File: src/rtl/mario_pkg.sv
// Shared game constants: tile geometry, level size and camera FSM encoding.
package mario_pkg;

   localparam int unsigned TILE_SHIFT   = 4;
   localparam int unsigned SCREEN_TILES = 80;
   localparam int unsigned LEVEL_TILES  = 128;
   localparam int unsigned MAX_CAM_PX   = (LEVEL_TILES - SCREEN_TILES) << TILE_SHIFT;

   typedef enum logic [1:0] {
      CAM_IDLE,
      CAM_CALC,
      CAM_STEP,
      CAM_COMMIT
   } cam_state_e;

endpackage

File: src/rtl/sync_edge_det.sv
// Registers a VGA sync line and flags the first cycle it enters its active level.
module sync_edge_det #(
   parameter logic VS_POL = 1'b0
) (
   input  logic clk,
   input  logic rst,
   input  logic sync_in,
   output logic edge_pulse
);

   logic sync_q;
   logic sync_d;

   // Next value of the delayed sync sample.
   always_comb begin
      sync_d = sync_in;
   end

   // Delayed sync sample; resets to the active level so a reset release
   // during sync does not look like a fresh edge.
   always_ff @(posedge clk) begin
      if (rst) begin
         sync_q <= VS_POL;
      end else begin
         sync_q <= sync_d;
      end
   end

   assign edge_pulse = (sync_in == VS_POL) && (sync_q != VS_POL);

endmodule

File: src/rtl/camera_scroll.sv
// Rightward-only camera with dead zone and per-frame speed limit; commits
// the new position once per frame, just after the vertical-sync edge.
module camera_scroll #(
   parameter int unsigned TILE_SHIFT   = mario_pkg::TILE_SHIFT,
   parameter int unsigned SCREEN_TILES = mario_pkg::SCREEN_TILES,
   parameter int unsigned LEVEL_TILES  = mario_pkg::LEVEL_TILES,
   parameter int unsigned DEAD_ZONE_PX = 640,
   parameter int unsigned MAX_STEP_PX  = 4,
   parameter logic        VS_POL       = 1'b0
) (
   input  logic        clk,
   input  logic        rst,
   input  logic        vs,
   input  logic [10:0] mario_x,
   input  logic        restart,
   input  logic        freeze,
   output logic [6:0]  view,
   output logic [3:0]  fine,
   output logic [10:0] left_wall,
   output logic        scrolled
);

   import mario_pkg::*;

   localparam int unsigned CAM_LIMIT = (LEVEL_TILES - SCREEN_TILES) << TILE_SHIFT;
   localparam logic [10:0] DZ_PX     = 11'(DEAD_ZONE_PX);
   localparam logic [10:0] STEP_PX   = 11'(MAX_STEP_PX);
   localparam logic [11:0] LIMIT_PX  = 12'(CAM_LIMIT);
   localparam logic [10:0] FINE_MASK = 11'((1 << TILE_SHIFT) - 1);

   cam_state_e  state_q, state_d;
   logic [10:0] cam_x_q, cam_x_d;
   logic [10:0] want_q, want_d;
   logic [10:0] nxt_q, nxt_d;
   logic        scrolled_q, scrolled_d;

   logic        frame_edge;
   logic [10:0] scr;
   logic [10:0] step;
   logic [11:0] sum;

   sync_edge_det #(
      .VS_POL (VS_POL)
   ) u_vs_edge (
      .clk        (clk),
      .rst        (rst),
      .sync_in    (vs),
      .edge_pulse (frame_edge)
   );

   // Camera FSM state and datapath registers.
   always_ff @(posedge clk) begin
      if (rst) begin
         state_q    <= CAM_IDLE;
         cam_x_q    <= '0;
         want_q     <= '0;
         nxt_q      <= '0;
         scrolled_q <= 1'b0;
      end else begin
         state_q    <= state_d;
         cam_x_q    <= cam_x_d;
         want_q     <= want_d;
         nxt_q      <= nxt_d;
         scrolled_q <= scrolled_d;
      end
   end

   // Next-state and datapath: dead-zone push, speed limit, level clamp;
   // restart overrides everything and drops any pending commit.
   always_comb begin
      state_d    = state_q;
      cam_x_d    = cam_x_q;
      want_d     = want_q;
      nxt_d      = nxt_q;
      scrolled_d = 1'b0;

      scr  = (mario_x > cam_x_q) ? (mario_x - cam_x_q) : '0;
      step = (want_q > STEP_PX) ? STEP_PX : want_q;
      sum  = {1'b0, cam_x_q} + {1'b0, step};

      if (restart) begin
         state_d = CAM_IDLE;
         cam_x_d = '0;
      end else begin
         unique case (state_q)
            CAM_IDLE: begin
               if (frame_edge && !freeze) begin
                  state_d = CAM_CALC;
               end
            end
            CAM_CALC: begin
               want_d  = (scr > DZ_PX) ? (scr - DZ_PX) : '0;
               state_d = CAM_STEP;
            end
            CAM_STEP: begin
               nxt_d   = (sum > LIMIT_PX) ? 11'(LIMIT_PX) : sum[10:0];
               state_d = CAM_COMMIT;
            end
            CAM_COMMIT: begin
               cam_x_d    = nxt_q;
               scrolled_d = (nxt_q != cam_x_q);
               state_d    = CAM_IDLE;
            end
            default: begin
               state_d = CAM_IDLE;
            end
         endcase
      end
   end

   assign view      = 7'(cam_x_q >> TILE_SHIFT);
   assign fine      = 4'(cam_x_q & FINE_MASK);
   assign left_wall = cam_x_q;
   assign scrolled  = scrolled_q;

endmodule
File: config.mk
export PLATFORM = sky130hd
export DESIGN_NAME = camera_scroll
export DESIGN_NICKNAME = d
export VERILOG_FILES = /design/src/rtl/mario_pkg.sv /design/src/rtl/sync_edge_det.sv /design/src/rtl/camera_scroll.sv
export SDC_FILE = /design/constraint.sdc
export NUM_CORES = 1
export LEC_CHECK = 0
export CAP_MARGIN = 10
export CORE_MARGIN = 8
export CORE_UTILIZATION = 56
export DETAILED_ROUTE_END_ITERATION = 16
export PLACE_DENSITY = 0.93
export REMOVE_ABC_BUFFERS = 1
export SLEW_MARGIN = 0
export SYNTH_ARGS = -nofsm -noshare
export SYNTH_HDL_FRONTEND = slang
export SYNTH_SLANG_ARGS = --single-unit
File: constraint.sdc
create_clock -name clk -period 5.6 [get_ports clk]
set_clock_uncertainty 0.15 [all_clocks]
set_input_delay 1.4 -clock clk [delete_from_list [all_inputs] [get_ports clk]]
set_output_delay 1.4 -clock clk [all_outputs]
set_load 0.02 [all_outputs]
==> results of run 1 <==
[synth_stat cells, types with 5 or more instances]
master    number  area, um^2
xnor2_1        6        52.6
o21ai_0       17        85.1
o21a_1         7        52.6
a21oi_1       12        60.1
nand2_1       18        67.6
nor2_1        38         143
nand3_1        7        35.0
ha_1          28         350
nor3_1        12        60.1
buf_4         11        82.6
a21o_1         6        45.0
nand2b_1       5        31.3
nor4_1         6        37.5
nor2b_1        5        31.3
a211oi_1       6        45.0
dfxtp_1       37         741
xor2_1        16         140
a32o_1         7        70.1
mux2i_1       13         130
inv_1         20        75.1
[where the power goes]
group          total, W  internal, W  leakage [nW]  switching [W]
logic          0.000104    0.0000453          1.04      0.0000591
registers      0.000264     0.000264         0.298    0.000000525
clock network  0.000243     0.000145        0.0574      0.0000980
total          0.000612     0.000454          1.40       0.000158
[registers in the layout (all words and copies together) (netlist names)]
signal and flops:
state_q 2, u_vs_edge.sync_q 1, nxt_q 11, scrolled 1
left_wall 11, want_q 11
[worst min-delay path by stage]
stage / from / to / slack (ns) / cells past startpoint
floorplan: want_q[1] / want_q[1] / 0.29 / 2
global placement: want_q[9] / want_q[9] / 0.30 / 1
detailed placement: want_q[4] / want_q[4] / 0.30 / 2
CTS: want_q[4] / want_q[4] / 0.32 / 2
global route: want_q[9] / want_q[9] / 0.35 / 1
finish: want_q[9] / want_q[9] / 0.32 / 1
[cell families (layout without fill, tap and decap cells)]
| family | after synthesis | after routing | share of synthesized area |
|---|---|---|---|
| DFF | 37 | 37 | 0.253 |
| and+or+nand+nor | 120 | 120 | 0.214 |
| other | 1 | 8 | 0.00128 |
| AOI/OAI and AO/OA | 84 | 84 | 0.216 |
| adders and majority gates | 30 | 30 | 0.134 |
| xor gates and xnor gates | 22 | 22 | 0.0659 |
| muxes | 13 | 13 | 0.0445 |
| buffers and inverters | 40 | 67 | 0.0711 |
[critical path, stage by stage]
cell and delay, ns:
clkdlybuf4s50_1 0.39, inv_1 0.06, ha_1 0.17, inv_1 0.06
fa_1 0.42, a211oi_1 0.28, o21ai_0 0.15, a31oi_1 0.32
xor2_1 0.16, or2_2 0.31, ha_1 0.24, or3b_1 0.53
nor2b_4 0.19, o31ai_4 0.14
[metal layers]
layer  GRT usage  part of all wire  vias up  wire [um]
met5           0                 0        -          0
met4       0.114             0.039        0        272
met3      0.0446             0.042       25        293
met2       0.292              0.47       89       3230
met1       0.218              0.45     1256       3110
li1            -                 -     1318          -
[final cells by class]
type                    instances  share of cell area
clock buffers                   6              0.0242
clock inverters                 2              0.0110
inverters                      20              0.0220
multi-input cells             277               0.586
flip-flops and latches         37               0.217
well taps                      70              0.0257
repair buffers                 39               0.114
[through the flow]
step,utilization,hold slack (ns)
after floorplan,-,0.286
after global placement,0.649,0.300
after detailed placement,0.649,0.304
after CTS,0.672,0.324
after global routing,0.672,0.354
final,0.672,0.322
==> impl_metrics.ini, run 1 <==
[outcome]
status = complete, no violations

[job]
maxCapViolations = 0

[worst_setup_path]
required_ns = 5.67
arrival_ns = 4.82
cp-start-kind = input pin
r2r_end = want_q[5]
r2r_setup_slack_ns = 1.88
r2r_start = left_wall[0]
worstSetupPathType = input pin to register
worstSetupEndpointType = register
ff2ff_path_depth = 12
cp-startpoint = mario_x[0]
critPathMaxFanout = 8
endpoint = want_q[5]

[cells_and_area]
fin_cells = 451
seq_area_um2 = 741
drive_gt1_frac = 0.0577
multi_input_area_um2 = 2000
layout_common_cells = 38 x nor2_1, 38 x clkdlybuf4s50_1, 37 x dfxtp_1, 28 x ha_1, 20 x inv_1
fillers = 422
fin_nets = 426
syn_to_final_growth_pct = 16.7
finalInstanceArea_um2 = 3410
num_antenna_cells = 0

[sta]
clock.fmax_mhz = 211
hold_viol = 0
fin_tns_setup_ns = 0
worstMarginPinSlew_ns = 0.928
layout_min_cycle_time_ns = 4.75
grt_setup_unrepaired = no
fin_ws_ns = 0.855
maxSlewHeadroom = 0.381
post-route-period-util = 0.847
setup_viol = 0
maxSlewViolCount = 0

[clock_network]
cts_root_buffer = clkbuf_8
cts_buffers = 5
clock_sinks = 37
clockBufferDepth = 2
tritoncts = built
clock_latency_ns = 0.30
postCtsSetupBuffers = 0
h-tree-depth = 2
cts_hold_buf = 0
clk_pin_slew_ns = 0.08
cts_resized = 0

[pwr]
p_per_area_nw_per_um2 = 179
power_leakage_nw = 1.40
total_power_w = 0.000612
ir_drop_mv = 0.0926

[floorplan]
rows = 26
core_um2 = 5070
initial_utilization = 0.576
die_h_um = 88.2
die_w_um = 88.2
io_pins = 39
dieArea_um2 = 7790

[place]
place_ws_ns = 0.582
gp_congestion = 0.883
place_area_um2 = 3290
port_buffers = 38
dp_hpwl_um = 5270
dp.cells = 443

[route]
vias = 2688
route.detailed.drc = 0
drt-initial-drc-count = 175
viasPerCell = 5.96
firstDrtPassIters = 4
routed_wl_um = 6910
wl_per_cell_um = 15.3
ant_nets = 0

[synth]
synth_cells = 347
netlist-cell-type-count = 62
netlist_area_um2 = 2920
synth_seq_cells = 37
synth_edf_count = 0
async_flop_share = 0
yosys_warnings = 0
synth-main-ff-cell = dfxtp_1
synth.avg_cell_area_um2 = 8.42
yosysSeqAreaShare = 0.253

[global_route]
grt_pass1_wl_um = 11300
antenna_found_initial = 0
grt_pass1_vias = 2503
grt_max_degree = 14
grt-ovfl-total = 0
gr-usage-all-layers = 0.184

[min_path]
hold_path_class = register to register
No activity file was read; power rests on OpenSTA's default activity.
==> inputs of run 2 (changes only) <==
- clock period: 5.6 -> 4.5 ns (I/O delays scaled with it)
==> run 2 against run 1 <==
  * Critical path depth stayed put
  * Sequential cell count did not move
  * Global-route usage is 0.81 points higher
  * Core utilization increased by 1.1 points
  * Combinational power increased by 32%
  * Clock power grew 5%
  * Worst hold slack improved by 0.0063 ns
  * Non-clock buffer count up 9
==> impl_metrics.ini, run 2 (synthesis results as in run 1) <==
[outcome]
status = complete, no violations

[pwr]
total_power_w = 0.000720
ir_drop_mv = 0.136
power_leakage_nw = 1.44
p_per_area_nw_per_um2 = 208

[route]
ant_nets = 0
m1WireLength_um = 3080
wl_met3_um = 307
drt-initial-drc-count = 202
routed_wl_um = 7160
viasPerCell = 5.80
wl_per_cell_um = 15.6
top_layer = met4
vias = 2666
route.met2.wl_um = 3560
firstDrtPassIters = 4
route.detailed.drc = 0

[clock_network]
clock_latency_ns = 0.29
tritoncts = built
clockBufferDepth = 2
cts_root_buffer = clkbuf_8
clk_pin_slew_ns = 0.07
cts_buffers = 5
cts_hold_buf = 0
h-tree-depth = 2
clock_sinks = 37

[sta]
fin_ws_ns = 0.157
worstMarginPinSlew_ns = 0.954
clock.fmax_mhz = 230
maxSlewViolCount = 0
grt_setup_unrepaired = no
post-route-period-util = 0.965
maxSlewHeadroom = 0.364
hold_viol = 0
setup_viol = 0
layout_min_cycle_time_ns = 4.34

[worst_setup_path]
cp-start-kind = input pin
crit_chain = clkdlybuf4s50_1 -> inv_1 -> ha_1 -> inv_1 -> fa_1 -> a211oi_1 -> o21ai_0 -> a31oi_2 -> xor2_1 -> or2_2 -> ha_1 -> or3b_1 -> nor2b_4 -> o31ai_4
worstSetupPathType = input pin to register
critPathMaxFanout = 8
crit_family = simple AND/OR/NAND/NOR gates
slowest_stage = or3b_1
cp_num_buf_inv = 3
required_ns = 4.56
arrival_ns = 4.41
worstSetupEndpointType = register
slowest_delay_ns = 0.53

[cells_and_area]
fillers = 426
syn_to_final_growth_pct = 18.6
drive_gt1_frac = 0.0821
layout_common_cells = 38 x nor2_1, 38 x clkdlybuf4s50_1, 37 x dfxtp_1, 28 x ha_1, 20 x inv_1
fin_nets = 435
num_antenna_cells = 0

[job]
maxCapViolations = 0

[place]
dp_hpwl_um = 5770
gp_congestion = 0.873
place_ws_ns = -0.161
port_buffers = 38

[min_path]
hold_path_class = register to register

[global_route]
grt_max_degree = 14
antenna_found_initial = 0
gr-usage-all-layers = 0.192
grt_pass1_wl_um = 11800
grt-ovfl-total = 0
grt_pass1_vias = 2624

[floorplan]
rows = 26
die_w_um = 88.2
core_um2 = 5070
initial_utilization = 0.576
die_h_um = 88.2
io_pins = 39
dieArea_um2 = 7790
==> run 2: changes by cell type in the layout (fill, tap and decap cells not counted) <==
| cell | previous run | this run |
|---|---|---|
| clkinv_2 | 0 | 1 |
| bufinv_16 | 1 | 0 |
| buf_4 | 1 | 10 |
| clkbuf_8 | 6 | 7 |
| a31oi_2 | 0 | 1 |
| clkinvlp_4 | 1 | 0 |
| a31oi_1 | 1 | 0 |
==> run 2: cell type report <==
type | count | area [um^2] | share of cell area
repair buffers | 48 | 455 | 0.131
inverters | 20 | 75.1 | 0.0217
well taps | 70 | 87.6 | 0.0253
clock buffers | 7 | 96.3 | 0.0278
clock inverters | 1 | 5.00 | 0.00144
flip-flops and latches | 37 | 741 | 0.214
multi-input cells | 277 | 2010 | 0.579
==> run 2: where the power goes <==
group	switching, W	internal [W]
logic	0.0000756	0.0000615
registers	0.000000682	0.000328
clock network	0.000115	0.000138
total	0.000192	0.000528
==> run 2: worst register-to-register path, delay by kind of cell, from the launching register on <==
kind,cells,cell delay [ns]
DFF,1,0.47
adders and majority gates,3,0.84
AOI/OAI and AO/OA,4,0.87
buffers and inverters,1,0.06
xor gates and xnor gates,1,0.12
and+or+nand+nor,3,1.02
==> run 2: layer usage <==
| layer | track usage | vias to the layer above |
|---|---|---|
| met2 | 0.335 | 72 |
| met5 | 0 | - |
| met1 | 0.217 | 1246 |
| met4 | 0.0922 | 0 |
| met3 | 0.0381 | 18 |
| li1 | - | 1330 |
==> run 2: per-stage QoR <==
stage           util  hold WS, ns  TNS (ns)  instance area (um^2)  std cells
2_1_floorplan      -        0.286         0                  2820        334
3_3_place_gp   0.662        0.298   -0.0197                  3360        452
3_5_place_dp   0.662        0.314    -0.849                  3360        452
4_1_cts        0.682        0.331         0                  3460        460
5_1_grt        0.683        0.347         0                  3470        460
6_report       0.683        0.329         0                  3470        460
==> run 2: timing repair <==
| action | 4_1_cts | 5_1_grt |
|---|---|---|
| setup buffers | 0 | 0 |
| gates resized for setup | 0 | 1 |
| endpoints found under the setup margin | 0 | 6 |
| hold endpoints to repair | 0 | 0 |
==> run 2: worst paths after layout <==
check	startpoint	to	slack, ns	depth (start not counted)
setup / recovery	mario_x[0]	want_q[5]	0.16	14
hold / removal	want_q[9]	want_q[9]	0.33	1
setup reg to reg	left_wall[0]	want_q[5]	0.91	12
hold reg to reg	want_q[9]	want_q[9]	0.33	1
